**src/rtl/id_ex_stage_if.sv**
```systemverilog
// id_ex_stage_if
//   Bundles everything that crosses the ID/EX boundary.
//   Parameter XLEN: width of operand, immediate and PC fields.
//   Pipeline control : stall_e, flush_e (from the pipeline controller)
//   Decode side (_d) : valid_d, control bits, Result_src_d, ALU_Control_d,
//                      rd1_d, rd2_d, imm_ext_d, pc_d, pc_plus4_d, rs1_d, rs2_d, rd_d
//   Execute side (_e): registered copies of every _d field plus valid_e
//   load_use_hazard  : combinational stall request back to fetch/decode
//   master modport = the pipeline around the stage, slave modport = the stage.
interface id_ex_stage_if #(parameter int XLEN = 32);
  logic            stall_e;
  logic            flush_e;

  logic            valid_d;
  logic            Reg_write_d;
  logic            Mem_Write_d;
  logic            jump_d;
  logic            Branch_d;
  logic            Alu_src_d;
  logic            branch_on_not_equal_d;
  logic [1:0]      Result_src_d;
  logic [3:0]      ALU_Control_d;
  logic [XLEN-1:0] rd1_d;
  logic [XLEN-1:0] rd2_d;
  logic [XLEN-1:0] imm_ext_d;
  logic [XLEN-1:0] pc_d;
  logic [XLEN-1:0] pc_plus4_d;
  logic [4:0]      rs1_d;
  logic [4:0]      rs2_d;
  logic [4:0]      rd_d;

  logic            valid_e;
  logic            Reg_write_e;
  logic            Mem_Write_e;
  logic            jump_e;
  logic            Branch_e;
  logic            Alu_src_e;
  logic            branch_on_not_equal_e;
  logic [1:0]      Result_src_e;
  logic [3:0]      ALU_Control_e;
  logic [XLEN-1:0] rd1_e;
  logic [XLEN-1:0] rd2_e;
  logic [XLEN-1:0] imm_ext_e;
  logic [XLEN-1:0] pc_e;
  logic [XLEN-1:0] pc_plus4_e;
  logic [4:0]      rs1_e;
  logic [4:0]      rs2_e;
  logic [4:0]      rd_e;

  logic            load_use_hazard;

  modport master (
    output stall_e, flush_e,
    output valid_d, Reg_write_d, Mem_Write_d, jump_d, Branch_d, Alu_src_d,
           branch_on_not_equal_d, Result_src_d, ALU_Control_d,
           rd1_d, rd2_d, imm_ext_d, pc_d, pc_plus4_d, rs1_d, rs2_d, rd_d,
    input  valid_e, Reg_write_e, Mem_Write_e, jump_e, Branch_e, Alu_src_e,
           branch_on_not_equal_e, Result_src_e, ALU_Control_e,
           rd1_e, rd2_e, imm_ext_e, pc_e, pc_plus4_e, rs1_e, rs2_e, rd_e,
    input  load_use_hazard
  );

  modport slave (
    input  stall_e, flush_e,
    input  valid_d, Reg_write_d, Mem_Write_d, jump_d, Branch_d, Alu_src_d,
           branch_on_not_equal_d, Result_src_d, ALU_Control_d,
           rd1_d, rd2_d, imm_ext_d, pc_d, pc_plus4_d, rs1_d, rs2_d, rd_d,
    output valid_e, Reg_write_e, Mem_Write_e, jump_e, Branch_e, Alu_src_e,
           branch_on_not_equal_e, Result_src_e, ALU_Control_e,
           rd1_e, rd2_e, imm_ext_e, pc_e, pc_plus4_e, rs1_e, rs2_e, rd_e,
    output load_use_hazard
  );
endinterface

```
**src/rtl/id_ex_stage.sv**
```systemverilog
// id_ex_stage
//   ID/EX pipeline register with load-use hazard detection.
//   Ports:
//     clk  - rising-edge clock
//     rst  - synchronous active-high reset, clears every EX field
//     bus  - id_ex_stage_if.slave: stall/flush controls, decode (_d) inputs,
//            registered execute (_e) outputs and the load_use_hazard request
//   Update priority each edge: rst, flush_e, stall_e, load_use_hazard, load.
module id_ex_stage #(
  parameter int XLEN = 32
) (
  input  logic          clk,
  input  logic          rst,
  id_ex_stage_if.slave  bus
);

  // A load in EX whose destination feeds the instruction in decode cannot
  // forward in time. rs2_d is compared even for formats without rs2; a
  // spurious bubble is harmless, a missed one is not. x0 never creates a
  // dependency.
  always_comb begin
    bus.load_use_hazard = bus.valid_e
                          && (bus.Result_src_e == 2'b01)
                          && (bus.rd_e != 5'd0)
                          && bus.valid_d
                          && ((bus.rs1_d == bus.rd_e) || (bus.rs2_d == bus.rd_e));
  end

  // Bubble when resetting, flushing, or (only if not stalled) on a hazard.
  // Flush beats stall; a stall simply leaves the register untouched.
  // Side-effecting control bits are qualified by valid_d so an empty decode
  // slot can never write registers/memory or redirect the PC.
  always_ff @(posedge clk) begin
    if (rst || bus.flush_e || (!bus.stall_e && bus.load_use_hazard)) begin
      bus.valid_e               <= 1'b0;
      bus.Reg_write_e           <= 1'b0;
      bus.Mem_Write_e           <= 1'b0;
      bus.jump_e                <= 1'b0;
      bus.Branch_e              <= 1'b0;
      bus.Alu_src_e             <= 1'b0;
      bus.branch_on_not_equal_e <= 1'b0;
      bus.Result_src_e          <= 2'b00;
      bus.ALU_Control_e         <= 4'b0000;
      bus.rd1_e                 <= XLEN'(0);
      bus.rd2_e                 <= XLEN'(0);
      bus.imm_ext_e             <= XLEN'(0);
      bus.pc_e                  <= XLEN'(0);
      bus.pc_plus4_e            <= XLEN'(0);
      bus.rs1_e                 <= 5'd0;
      bus.rs2_e                 <= 5'd0;
      bus.rd_e                  <= 5'd0;
    end else if (!bus.stall_e) begin
      bus.valid_e               <= bus.valid_d;
      bus.Reg_write_e           <= bus.valid_d && bus.Reg_write_d;
      bus.Mem_Write_e           <= bus.valid_d && bus.Mem_Write_d;
      bus.jump_e                <= bus.valid_d && bus.jump_d;
      bus.Branch_e              <= bus.valid_d && bus.Branch_d;
      bus.Alu_src_e             <= bus.Alu_src_d;
      bus.branch_on_not_equal_e <= bus.branch_on_not_equal_d;
      bus.Result_src_e          <= bus.Result_src_d;
      bus.ALU_Control_e         <= bus.ALU_Control_d;
      bus.rd1_e                 <= bus.rd1_d;
      bus.rd2_e                 <= bus.rd2_d;
      bus.imm_ext_e             <= bus.imm_ext_d;
      bus.pc_e                  <= bus.pc_d;
      bus.pc_plus4_e            <= bus.pc_plus4_d;
      bus.rs1_e                 <= bus.rs1_d;
      bus.rs2_e                 <= bus.rs2_d;
      bus.rd_e                  <= bus.rd_d;
    end
  end

endmodule
```
**src/flat_wrapper.sv**
```systemverilog
// flat-port wrapper written by rule: the top's interface ports become plain ports
module id_ex_stage_flat 
#(
  parameter int XLEN = 32
)
  (clk, rst, bus_stall_e, bus_flush_e, bus_valid_d, bus_Reg_write_d, bus_Mem_Write_d, bus_jump_d, bus_Branch_d, bus_Alu_src_d, bus_branch_on_not_equal_d, bus_Result_src_d, bus_ALU_Control_d, bus_rd1_d, bus_rd2_d, bus_imm_ext_d, bus_pc_d, bus_pc_plus4_d, bus_rs1_d, bus_rs2_d, bus_rd_d, bus_valid_e, bus_Reg_write_e, bus_Mem_Write_e, bus_jump_e, bus_Branch_e, bus_Alu_src_e, bus_branch_on_not_equal_e, bus_Result_src_e, bus_ALU_Control_e, bus_rd1_e, bus_rd2_e, bus_imm_ext_e, bus_pc_e, bus_pc_plus4_e, bus_rs1_e, bus_rs2_e, bus_rd_e, bus_load_use_hazard);
  id_ex_stage_if #(.XLEN(XLEN)) bus_i ();
  input  logic clk;
  input  logic rst;
  input wire logic [$bits(bus_i.stall_e)-1:0] bus_stall_e;
  input wire logic [$bits(bus_i.flush_e)-1:0] bus_flush_e;
  input wire logic [$bits(bus_i.valid_d)-1:0] bus_valid_d;
  input wire logic [$bits(bus_i.Reg_write_d)-1:0] bus_Reg_write_d;
  input wire logic [$bits(bus_i.Mem_Write_d)-1:0] bus_Mem_Write_d;
  input wire logic [$bits(bus_i.jump_d)-1:0] bus_jump_d;
  input wire logic [$bits(bus_i.Branch_d)-1:0] bus_Branch_d;
  input wire logic [$bits(bus_i.Alu_src_d)-1:0] bus_Alu_src_d;
  input wire logic [$bits(bus_i.branch_on_not_equal_d)-1:0] bus_branch_on_not_equal_d;
  input wire logic [$bits(bus_i.Result_src_d)-1:0] bus_Result_src_d;
  input wire logic [$bits(bus_i.ALU_Control_d)-1:0] bus_ALU_Control_d;
  input wire logic [$bits(bus_i.rd1_d)-1:0] bus_rd1_d;
  input wire logic [$bits(bus_i.rd2_d)-1:0] bus_rd2_d;
  input wire logic [$bits(bus_i.imm_ext_d)-1:0] bus_imm_ext_d;
  input wire logic [$bits(bus_i.pc_d)-1:0] bus_pc_d;
  input wire logic [$bits(bus_i.pc_plus4_d)-1:0] bus_pc_plus4_d;
  input wire logic [$bits(bus_i.rs1_d)-1:0] bus_rs1_d;
  input wire logic [$bits(bus_i.rs2_d)-1:0] bus_rs2_d;
  input wire logic [$bits(bus_i.rd_d)-1:0] bus_rd_d;
  output wire logic [$bits(bus_i.valid_e)-1:0] bus_valid_e;
  output wire logic [$bits(bus_i.Reg_write_e)-1:0] bus_Reg_write_e;
  output wire logic [$bits(bus_i.Mem_Write_e)-1:0] bus_Mem_Write_e;
  output wire logic [$bits(bus_i.jump_e)-1:0] bus_jump_e;
  output wire logic [$bits(bus_i.Branch_e)-1:0] bus_Branch_e;
  output wire logic [$bits(bus_i.Alu_src_e)-1:0] bus_Alu_src_e;
  output wire logic [$bits(bus_i.branch_on_not_equal_e)-1:0] bus_branch_on_not_equal_e;
  output wire logic [$bits(bus_i.Result_src_e)-1:0] bus_Result_src_e;
  output wire logic [$bits(bus_i.ALU_Control_e)-1:0] bus_ALU_Control_e;
  output wire logic [$bits(bus_i.rd1_e)-1:0] bus_rd1_e;
  output wire logic [$bits(bus_i.rd2_e)-1:0] bus_rd2_e;
  output wire logic [$bits(bus_i.imm_ext_e)-1:0] bus_imm_ext_e;
  output wire logic [$bits(bus_i.pc_e)-1:0] bus_pc_e;
  output wire logic [$bits(bus_i.pc_plus4_e)-1:0] bus_pc_plus4_e;
  output wire logic [$bits(bus_i.rs1_e)-1:0] bus_rs1_e;
  output wire logic [$bits(bus_i.rs2_e)-1:0] bus_rs2_e;
  output wire logic [$bits(bus_i.rd_e)-1:0] bus_rd_e;
  output wire logic [$bits(bus_i.load_use_hazard)-1:0] bus_load_use_hazard;
  assign bus_i.stall_e = bus_stall_e;
  assign bus_i.flush_e = bus_flush_e;
  assign bus_i.valid_d = bus_valid_d;
  assign bus_i.Reg_write_d = bus_Reg_write_d;
  assign bus_i.Mem_Write_d = bus_Mem_Write_d;
  assign bus_i.jump_d = bus_jump_d;
  assign bus_i.Branch_d = bus_Branch_d;
  assign bus_i.Alu_src_d = bus_Alu_src_d;
  assign bus_i.branch_on_not_equal_d = bus_branch_on_not_equal_d;
  assign bus_i.Result_src_d = bus_Result_src_d;
  assign bus_i.ALU_Control_d = bus_ALU_Control_d;
  assign bus_i.rd1_d = bus_rd1_d;
  assign bus_i.rd2_d = bus_rd2_d;
  assign bus_i.imm_ext_d = bus_imm_ext_d;
  assign bus_i.pc_d = bus_pc_d;
  assign bus_i.pc_plus4_d = bus_pc_plus4_d;
  assign bus_i.rs1_d = bus_rs1_d;
  assign bus_i.rs2_d = bus_rs2_d;
  assign bus_i.rd_d = bus_rd_d;
  assign bus_valid_e = bus_i.valid_e;
  assign bus_Reg_write_e = bus_i.Reg_write_e;
  assign bus_Mem_Write_e = bus_i.Mem_Write_e;
  assign bus_jump_e = bus_i.jump_e;
  assign bus_Branch_e = bus_i.Branch_e;
  assign bus_Alu_src_e = bus_i.Alu_src_e;
  assign bus_branch_on_not_equal_e = bus_i.branch_on_not_equal_e;
  assign bus_Result_src_e = bus_i.Result_src_e;
  assign bus_ALU_Control_e = bus_i.ALU_Control_e;
  assign bus_rd1_e = bus_i.rd1_e;
  assign bus_rd2_e = bus_i.rd2_e;
  assign bus_imm_ext_e = bus_i.imm_ext_e;
  assign bus_pc_e = bus_i.pc_e;
  assign bus_pc_plus4_e = bus_i.pc_plus4_e;
  assign bus_rs1_e = bus_i.rs1_e;
  assign bus_rs2_e = bus_i.rs2_e;
  assign bus_rd_e = bus_i.rd_e;
  assign bus_load_use_hazard = bus_i.load_use_hazard;
  id_ex_stage #(.XLEN(XLEN)) u_core (.clk(clk), .rst(rst), .bus(bus_i));
endmodule
```
**config.mk**
```make
export PLATFORM = sky130hd
export DESIGN_NAME = id_ex_stage_flat
export DESIGN_NICKNAME = d
export VERILOG_FILES = /design/src/rtl/id_ex_stage_if.sv /design/src/rtl/id_ex_stage.sv /design/src/flat_wrapper.sv
export SDC_FILE = /design/constraint.sdc
export NUM_CORES = 1
export LEC_CHECK = 0
export ABC_AREA = 1
export BUFFER_PORTS_ARGS = -buffer_cell sky130_fd_sc_hd__clkbuf_2
export CORE_AREA = 2 2 147 149
export DETAILED_ROUTE_END_ITERATION = 7
export DIE_AREA = 0 0 149 151
export PLACE_DENSITY = 0.72
export SLEW_MARGIN = 25
export SYNTH_ARGS = -nofsm -noshare
export SYNTH_HDL_FRONTEND = slang
export SYNTH_SLANG_ARGS = --single-unit
```
**constraint.sdc**
```tcl
create_clock -name clk -period 1.7 [get_ports clk]
set_clock_uncertainty 0.15 [all_clocks]
set_input_delay 0.17 -clock clk [delete_from_list [all_inputs] [get_ports clk]]
set_output_delay 0.17 -clock clk [all_outputs]
set_load 0.05 [all_outputs]
```
Word-level counts from Yosys, hierarchy flattened. Cells that the tools add are included.

Register bits: 188. Input port bits: 192. Output and inout bits: 189. Logic and storage cells: 34.

Eq/ne operators: 3. Reductions and logical operators: 14.

Operators with widths (count): equality test 5 bit (2); logical AND 1 bit (9); nonzero test 5 bit (1); logical OR 1 bit (3); equality test 2 x 1 -> 1 bit (second input constant) (1); zero test 1 bit (1).

Depth between registers and ports, before layout. Gate-level depths: netlist of run 1.

Depth after elaboration: 7. Mapped depth: 11. Mapped depth without buffers: 9.

Least setup slack after synthesis of run 1. Ideal clock, no wire load.

Path kind: register to output. Start: register u_core.bus.rd_e[2] (netlist bit). End: output bus_load_use_hazard. Data arrival time: 1875 ps. Required time: 1380 ps. Setup slack: -495 ps. Stages on the path, launching flop included: 7. Path buffers: 0. Path through: dfxtp_1 inv_1 nand2_1 nand2_1 nor2_1 nand3_1 a21oi_1.

Longest elaborated chain between the ends: 4. Elaborated cells between the ends (all ways): 7. Classes of those cells: eq/ne: 2; reduce/logical: 5.

RTL lines: start: declaration (line id_ex_stage_if.sv:70) `rd1_e, rd2_e, imm_ext_e, pc_e, pc_plus4_e, rs1_e, rs2_e, rd_e,`; start signal: assignment (line id_ex_stage.sv:69) `bus.rd_e <= bus.rd_d;`; nonzero test 5 bit (line id_ex_stage.sv:24) `&& (bus.rd_e != 5'd0)`; logical AND 1 bit (line id_ex_stage.sv:24); logical AND 1 bit (line id_ex_stage.sv:25) `&& bus.valid_d`; logical AND 1 bit (*) (line id_ex_stage.sv:26) `&& ((bus.rs1_d == bus.rd_e) || (bus.rs2_d == bus.rd_e));`; end: declaration (line flat_wrapper.sv:46) `output wire logic [$bits(bus_i.load_use_hazard)-1:0] bus_load_use_hazard;`.

Mark *: on every way between the ends. The rest lies on a longest branch, timed or not.

Worst setup path in the final report of run 1.
Start: register u_core.bus.rd_e[1] (netlist bit). End: output bus_load_use_hazard.

The elaborated chain is that of the path after synthesis.

==> flow_metrics.tcl, run 1 <==
set metrics [dict create \
    p_leak_nw 6.091 \
    routed_wl_um 24560 \
    power_density_nw_per_um2 872.7 \
    required_ps 1380 \
    grt_pass1_vias 7179 \
    fp.coreArea_um2 20820 \
    ys_types 16 \
    startpoint_type "flop" \
    ant_nets 0 \
    synth-seq-area-share 0.5547 \
    area_growth_pct 77.37 \
    gp_congestion 0.8021 \
    min_period_ps 1943 \
    ys_warn_count 0 \
    path_max_fanout 6 \
    crit_path_frequent_cell "nand2_1" \
    cts.clk_slew.worst_paths_ps 70 \
    maxSlewHeadroom 0.1699 \
    yosysTopAreaCell "dfxtp_1" \
    grt_pass1_wl_um 35890 \
    root_buffer "clkbuf_16" \
    grt_use_met3 0.05090 \
    path_buf_inv 3 \
    slowest_stage "dfxtp_4" \
    whs_ps 51.13 \
    slowest_delay_ps 380 \
    fmax_mhz 514.6 \
    synthesis.nets 862 \
    violations "negative setup slack" \
    synth_edf_count 0 \
    met1_usage 0.2158 \
    fin_crit_sh 1.143 \
    numCtsBuffers 17 \
    outcome "finished with violations" \
    worstMarginPinSlew_ps 1241 \
    grtUsageTotal 0.2042 \
    rows 53 \
    fin_util 0.5780 \
    preCtsSetupSlack_ps -34.35 \
    ys.flop_type "dfxtp_1" \
    finalSetupViolCount 101 \
    die_w_um 149 \
    grt_max_degree 46 \
    worstPathCellList "inv_2 > nand2_1 > nand2_1 > nor2_1 > nand3_1 > buf_4 > a21oi_4 > buf_12" \
    first_iter_violations 220 \
    slew_viol_final 0 \
    async_flop_share 0 \
    post-place-cells 1313 \
    grt-ovfl-total 0 \
    fin_cells 1551 \
    finalHoldViolations 0 \
    fin_nets 1455 \
    die_area_um2 22500 \
    firstDrtPassIters 4 \
    cts_tree "done" \
    antenna_cells 0 \
    max_cap_viol_count 0 \
    die_h_um 151 \
    critPathCaptureType "output port" \
    vias_per_cell 4.493 \
    antenna_found_initial 0 \
    synth_top_area_frac 0.5547 \
    wl_per_cell_um 15.84 \
    synth.area.top_cells "dfxtp_1 (55%), mux2i_1 (26%), nor2_1 (11%)" \
    grt-busiest-layer "met2" \
    drc 0 \
    place_hpwl_um 14600 \
    layout.cells.most_common_list "clkbuf_2 (378), nor2_1 (204), dlygate4sd3_1 (196)" \
    ys_seq_elements 188 \
    clock-sinks 188 \
    cpLargestDelayFamily "flip-flops" \
    clock_path_buffers 2 \
    io_pins 381 \
    holdCritPathClass "in2reg" \
    numPortBuffers 380 \
    syn_area_um2 6785 \
    setup_slack_ps -243.2 \
    dr_total_vias 6968 \
    drive_above_1_share 0.3652 \
    synth_cells 670 \
    worstPathArrival_ps 1620 \
    critPathKind "reg2out" \
    final_common_cell "clkbuf_2" \
    htreeDepth 4 \
    synth_area_per_cell_um2 10.13 \
    start_util 0.3259 \
    use_met2 0.3767 \
    clock_latency_ps 420 \
    rsz0062_at_grt "true" \
    peakVddDrop_v 0.0006343 \
]
-- Yosys cell counts (2+ instances only) --
cell type / n
nor2_1: 204
dfxtp_1: 188
mux2i_1: 177
buf_2: 31
nand2_1: 23
inv_1: 12
a21oi_1: 8
clkbuf_1: 6
buf_4: 5
a22oi_1: 4
nand3_1: 4
inv_2: 3
xnor2_1: 2
-- sequential cells by signal (all words and copies together), names as in the netlist --
name / count
u_core.bus.pc_e: 32
u_core.bus.Branch_e: 1
u_core.bus.pc_plus4_e: 32
u_core.bus.jump_e: 1
u_core.bus.rs1_e: 5
u_core.bus.branch_on_not_equal_e: 1
u_core.bus.Mem_Write_e: 1
u_core.bus.rs2_e: 5
u_core.bus.Alu_src_e: 1
u_core.bus.Reg_write_e: 1
u_core.bus.valid_e: 1
u_core.bus.rd_e: 5
u_core.bus.rd2_e: 32
u_core.bus.ALU_Control_e: 4
u_core.bus.imm_ext_e: 32
u_core.bus.rd1_e: 32
u_core.bus.Result_src_e: 2
-- metal layers --
metal  vias to the layer above  wire (um)
met5                         -          0
met4                         0        963
met3                        78       1356
met2                       285      13080
met1                      3210       9162
li1                       3395          -
-- what timing repair did --
item,4_1_cts,5_1_grt
setup buffers,2,0
setup endpoints to repair,146,189
hold endpoints to repair,187,0
pin swaps,3,1
hold buffers,196,0
gates cloned,3,5
resized for setup,14,8
-- cell families (layout without fill, tap and decap cells) --
family,Yosys count,in the layout,share of synthesized area
simple gates,234,236,0.1313
xor+xnor,2,2,0.002582
compound gates,12,12,0.01033
buf+inv,57,661,0.04001
mux,177,177,0.2611
flops,188,188,0.5547
-- through the flow --
stage | setup TNS, ps | total power [mW] | area, um^2
2_1_floorplan | 0 | 5.715 | 6808
3_3_place_gp | 0 | 6.215 | 9190
3_5_place_dp | -1742 | 6.235 | 9190
4_1_cts | -4202 | 10.54 | 11900
5_1_grt | -20290 | 10.93 | 12040
6_report | -3676 | 10.50 | 12040
-- report_power, final --
group	switching (mW)	internal [mW]	leakage (nW)	total, mW
Combinational	1.10	0.887	4.27	1.99
Sequential	0.0876	4.54	1.54	4.63
Clock	1.86	2.02	0.281	3.88
-- tightest hold or removal path, cell delays in order --
cell      delay [ps]
clkbuf_2          90
inv_1             50
nor2_1            90
a21oi_1          130
nor2_1            60
-- worst paths after layout --
kind                                    startpoint                                    to  slack, ps  cells past startpoint
setup / recovery   u_core.bus.rd_e[1]$_SDFFE_PP0N_                   bus_load_use_hazard       -240                      8
hold / removal                         bus_valid_d       u_core.bus.valid_e$_SDFFE_PP0N_         50                      5
setup reg to reg   u_core.bus.rd_e[0]$_SDFFE_PP0N_  u_core.bus.imm_ext_e[2]$_SDFFE_PP0N_       -110                      9
hold reg to reg   u_core.bus.rs2_e[4]$_SDFFE_PP0N_      u_core.bus.rs2_e[4]$_SDFFE_PP0N_        360                      2
-- area by class of cell --
cell class / instances / area (um^2)
Fill cell: 1677 / 8787
Tap cell: 275 / 344.1
Clock inverter: 13 / 126.4
Inverter: 15 / 56.30
Multi-Input combinational cell: 427 / 2828
Clock buffer: 19 / 452.9
Sequential cell: 188 / 3782
Timing Repair Buffer: 614 / 4446
(Power assumes the default switching activity.)
==> run 2, diff against run 1 <==
- GPL_TIMING_DRIVEN: unset -> 0
==> run 2 against run 1 <==
Net effect: the flow still finishes with violations (negative setup slack); cell area decreased by 2.7%; worst hold slack improved by 91 ps; register-to-register slack got worse by 60 ps; first-iteration DRC count increased by 14%; critical path type unchanged; largest cell class unchanged; largest power group unchanged.
==> flow_metrics.tcl, run 2 (same netlist as run 1, synthesis figures left out) <==
set metrics [dict create \
    outcome "finished with violations" \
    violations "negative setup slack" \
    root_buffer "clkbuf_16" \
    setup_slack_ps -172.7 \
    finalSetupViolCount 179 \
    routed_wl_um 24000 \
    grtUsageTotal 0.2031 \
    gp_congestion 0.8156 \
    max_cap_viol_count 0 \
    holdCritStartpoint "bus_flush_e" \
    rows 53 \
    preCtsSetupSlack_ps -290.9 \
    switchingPower_mw 3.041 \
    vias_per_cell 4.455 \
    holdCritPathClass "in2reg" \
    rsz0062_at_grt "true" \
    startpoint_type "flop" \
    start_util 0.3259 \
    rr_endpoint "u_core.bus.imm_ext_e[23]$_SDFFE_PP0N_" \
    fin_util 0.5622 \
    critPathKind "reg2out" \
    reg2regPathDepth 10 \
    fp.coreArea_um2 20820 \
    num-fill-cells 1722 \
    finalHoldViolations 0 \
    p_int_mw 7.386 \
    grt_max_degree 19 \
    numCtsBuffers 17 \
    total_power_mw 10.43 \
    drc 0 \
    clock_latency_ps 420 \
    layout.cells.most_common_list "clkbuf_2 (378), nor2_1 (199), dlygate4sd3_1 (188)" \
    area_growth_pct 72.52 \
    power_density_nw_per_um2 890.7 \
    dr_total_vias 6914 \
    switching_share 0.2916 \
    clock_path_buffers 2 \
    power_frac_seq 0.444 \
    antenna_cells 0 \
    critPathCaptureType "output port" \
    wl_per_cell_um 15.46 \
    antenna_found_initial 0 \
    ant_nets 0 \
    cts.clk_slew.worst_paths_ps 70 \
    cts_tree "done" \
    p_leak_nw 5.968 \
    min_period_ps 1873 \
    worstMarginPinSlew_ps 814.9 \
    die_area_um2 22500 \
    io_pins 381 \
    die_w_um 149 \
    drive_above_1_share 0.3735 \
    htreeDepth 4 \
    place_hpwl_um 15770 \
    grt-ovfl-total 0 \
    die_h_um 151 \
    fin_nets 1456 \
    firstDrtPassIters 4 \
    clock-sinks 188 \
    peakVddDrop_v 0.0006378 \
    path_max_fanout 7 \
    grt_pass1_vias 7044 \
    holdPathEnd "u_core.bus.valid_e$_SDFFE_PP0N_" \
    first_iter_violations 250 \
    maxSlewHeadroom 0.4567 \
    fmax_mhz 534.0 \
    fin_crit_sh 1.102 \
    slew_viol_final 0 \
    clock_power_share 0.372 \
    required_ps 1380 \
    grt_pass1_wl_um 35790 \
    r2r_slack_ps -170 \
    worstReg2RegStart "u_core.bus.rd_e[1]$_SDFFE_PP0N_" \
    worstPathArrival_ps 1550 \
    hold_depth 5 \
    final_common_cell "clkbuf_2" \
    numPortBuffers 379 \
    p_comb_frac 0.184 \
]
## run 2: changes by cell type in the layout (fill, tap and decap cells not counted), sizes merged
cell and change:
nand2 -2, clkbuf +3, buf +8, inv -2, dlygate4sd3 -8, clkinv +2
## run 2: cell type report
cell class,instances,area (um^2),area share
buffer,42,302.8,0.02587
clock buffer,19,452.9,0.03869
clock inverter,13,132.6,0.01133
inverter,15,56.30,0.004810
multi-input combinational,425,2784,0.2378
sequential,188,3785,0.3233
tap,275,344.1,0.02939
timing repair buffer,575,3849,0.3288
## run 2: how the worst max path moves through the flow
| stage | from | to | slack, ps | cells after the start |
|---|---|---|---|---|
| global route | u_core.bus.rd_e[0]$_SDFFE_PP0N_ | bus_load_use_hazard | -280 | 7 |
| global placement | bus_stall_e | u_core.bus.rd1_e[26]$_SDFFE_PP0N_ | -290 | 5 |
| finish | u_core.bus.rd_e[0]$_SDFFE_PP0N_ | bus_load_use_hazard | -170 | 7 |
| detailed placement | bus_stall_e | u_core.bus.rd1_e[25]$_SDFFE_PP0N_ | -290 | 5 |
| floorplan | u_core.bus.rd_e[3]$_SDFFE_PP0N_ | u_core.bus.imm_ext_e[0]$_SDFFE_PP0N_ | 2 | 11 |
| CTS | u_core.bus.rd_e[1]$_SDFFE_PP0N_ | bus_load_use_hazard | -150 | 7 |
## run 2: per-stage QoR
step	hold WS, ps	std cells	setup TNS [ps]	instance area, um^2
final	142.2	1552	-18520	11710
after CTS	189.7	1550	-7670	11640
after global routing	150.1	1552	-34540	11710
after floorplan	178.1	670	0	6808
after global placement	262.7	1324	-27700	9049
after detailed placement	272.2	1324	-27640	9049
## run 2: timing repair
| item | CTS | global route |
|---|---|---|
| setup endpoints to repair | 122 | 189 |
| hold buffers | 188 | 0 |
| gates resized for setup | 26 | 20 |
| endpoints found under the hold margin | 188 | 0 |
| buffers inserted | 6 | 2 |
| pin swaps | 2 | 3 |
## run 2: critical path: stages, from the launching register on
cell	delay [ps]
dfxtp_4	410
nand2_2	80
inv_2	60
nor2_2	30
nor2_1	130
nand3_2	100
a21oi_2	170
buf_8	160
## run 2: power groups by stage
stage               clock [mW]  combinational [mW]  sequential, mW
finish                    3.88                1.92            4.63
global route              4.15                2.03            4.64
global placement             0                1.48            4.72
floorplan                    0               0.499            5.22
detailed placement           0                1.50            4.72
CTS                       4.00                1.87            4.62
## run 2: metal layers
layer | routed length, um | vias to the layer above | global-route usage
met5 | 0 | - | 0
met4 | 616 | 0 | 0.07571
met3 | 1420 | 49 | 0.04639
met2 | 12600 | 259 | 0.3783
met1 | 9367 | 3218 | 0.2250
li1 | - | 3388 | -
==> run 3, diff against run 2 <==
- GPL_TIMING_DRIVEN: 0 -> unset
- SKIP_LAST_GASP: unset -> 1
==> run 3 against run 2 <==
Net effect: the run still ends with negative setup slack left; wire length rose by 4.5%; via count rose by 1.5%; first-iteration DRC count fell by 16%; cell area rose by 3.7%; count of clock-buffer cells in the layout did not move; flip-flop and latch count did not move; global-route usage rose by 0.11 points; critical path depth rose by 1; sequential share of layout area fell by 1.2 points; setup slack got worse by 85 ps; clock power barely moved.
==> flow_metrics.tcl, run 3 (same netlist as run 1, synthesis figures left out) <==
set metrics [dict create \
    final_common_cell "clkbuf_2" \
    root_buffer "clkbuf_16" \
    critPathKind "reg2out" \
    grt_pass1_vias 7179 \
    die_area_um2 22500 \
    grtUsageTotal 0.2042 \
    crit_path_start "u_core.bus.rd_e[0]$_SDFFE_PP0N_" \
    gp_congestion 0.8021 \
    required_ps 1380 \
    dr_total_vias 7015 \
    die_h_um 151 \
    fin_crit_sh 1.151 \
    cts_tree "done" \
    rows 53 \
    fin_nets 1461 \
    io_pins 381 \
    wl_per_cell_um 16.11 \
    max_cap_viol_count 0 \
    grt-ovfl-total 0 \
    firstDrtPassIters 4 \
    first_iter_violations 209 \
    slew_viol_final 0 \
    critPathCaptureType "output port" \
    setup_slack_ps -257.5 \
    startpoint_type "flop" \
    power_density_nw_per_um2 868.4 \
    drc 0 \
    start_util 0.3259 \
    die_w_um 149 \
    outcome "finished with violations" \
    numPortBuffers 380 \
    peakVddDrop_v 0.0006331 \
    routed_wl_um 25080 \
    numCtsBuffers 17 \
    cts.clk_slew.worst_paths_ps 70 \
    htreeDepth 4 \
    finalHoldViolations 0 \
    drive_above_1_share 0.3682 \
    holdCritPathClass "in2reg" \
    maxSlewHeadroom 0.2223 \
    rsz0062_at_grt "true" \
    clock-sinks 188 \
    vias_per_cell 4.505 \
    fin_cells 1557 \
    ant_nets 0 \
    fmax_mhz 510.9 \
    worstReg2RegStart "u_core.bus.rd_e[1]$_SDFFE_PP0N_" \
    clock_latency_ps 420 \
    seqCellArea_um2 3782 \
    fin_tns_setup_ps -18770 \
    finalSetupViolCount 189 \
    grt_max_degree 46 \
    fp.coreArea_um2 20820 \
    antenna_cells 0 \
    worstPathArrival_ps 1640 \
    clock_path_buffers 2 \
    min_period_ps 1957 \
    p_leak_nw 6.148 \
    grt_pass1_wl_um 35890 \
    holdCritStartpoint "bus_valid_d" \
    multi_input_area_um2 2828 \
    path_max_fanout 7 \
    place_hpwl_um 14600 \
    worstMarginPinSlew_ps 1162 \
    antenna_found_initial 0 \
    violations "negative setup slack" \
    num-fill-cells 1660 \
    post-place-cells 1313 \
    area_growth_pct 78.89 \
    layout.cells.most_common_list "clkbuf_2 (378), nor2_1 (204), dlygate4sd3_1 (196)" \
]
## run 3: timing repair
item,CTS,global route
gates resized for setup,12,6
endpoints found under the hold margin,187,0
pin swaps,1,2
setup endpoints to repair,146,189
hold buffers,196,0
setup buffers,2,1
cloned,3,10
## run 3: path summary, 6_finish.rpt
check / endpoint / slack, ps / cells past startpoint
max: bus_load_use_hazard / -260 / 8
max reg2reg: u_core.bus.imm_ext_e[6]$_SDFFE_PP0N_ / -200 / 10
min reg2reg: u_core.bus.rs2_e[4]$_SDFFE_PP0N_ / 360 / 2
min: u_core.bus.Branch_e$_SDFFE_PP0N_ / 100 / 5
## run 3: area by class of cell
| cell class | instances | share of cell area |
|---|---|---|
| timing repair buffer | 620 | 0.3747 |
| clock buffer | 19 | 0.03732 |
| inverter | 15 | 0.004639 |
| sequential | 188 | 0.3116 |
| tap | 275 | 0.02835 |
| multi-input combinational | 427 | 0.2330 |
| clock inverter | 13 | 0.01041 |
## run 3: critical path, stage by stage, from the launching register on
cell and delay [ps]:
dfxtp_4 390, nand2_1 60, inv_1 50, nor2_1 30
nor2_1 100, nand3_1 100, buf_4 160, a21oi_4 170
buf_12 150
## run 3: power by group
part | leakage (nW) | internal (mW) | switching, mW
clock network | 0.281 | 2.02 | 1.87
logic | 4.33 | 0.905 | 1.12
registers | 1.54 | 4.54 | 0.0877
## run 3: metrics by stage
step | hold WS, ps | total power [mW] | area [um^2] | util | setup slack, ps
finish | 99.07 | 10.54 | 12140 | 0.5829 | -257.5
global route | 101.4 | 10.95 | 12140 | 0.5829 | -394.3
CTS | 31.31 | 10.54 | 11900 | 0.5714 | -268.5
detailed placement | 272.1 | 6.235 | 9190 | 0.4414 | -34.35
global placement | 263.6 | 6.215 | 9190 | 0.4414 | 7.122
floorplan | 178.1 | 5.715 | 6808 | - | 1.896
## run 3: metal layers
layer	wire length, um	share of wire	up-vias	global-route usage
met5	0	0	-	0
li1	-	-	3416	-
met1	9534	0.38	3235	0.2158
met2	13150	0.52	285	0.3767
met3	1395	0.056	79	0.05090
met4	998	0.040	0	0.1033
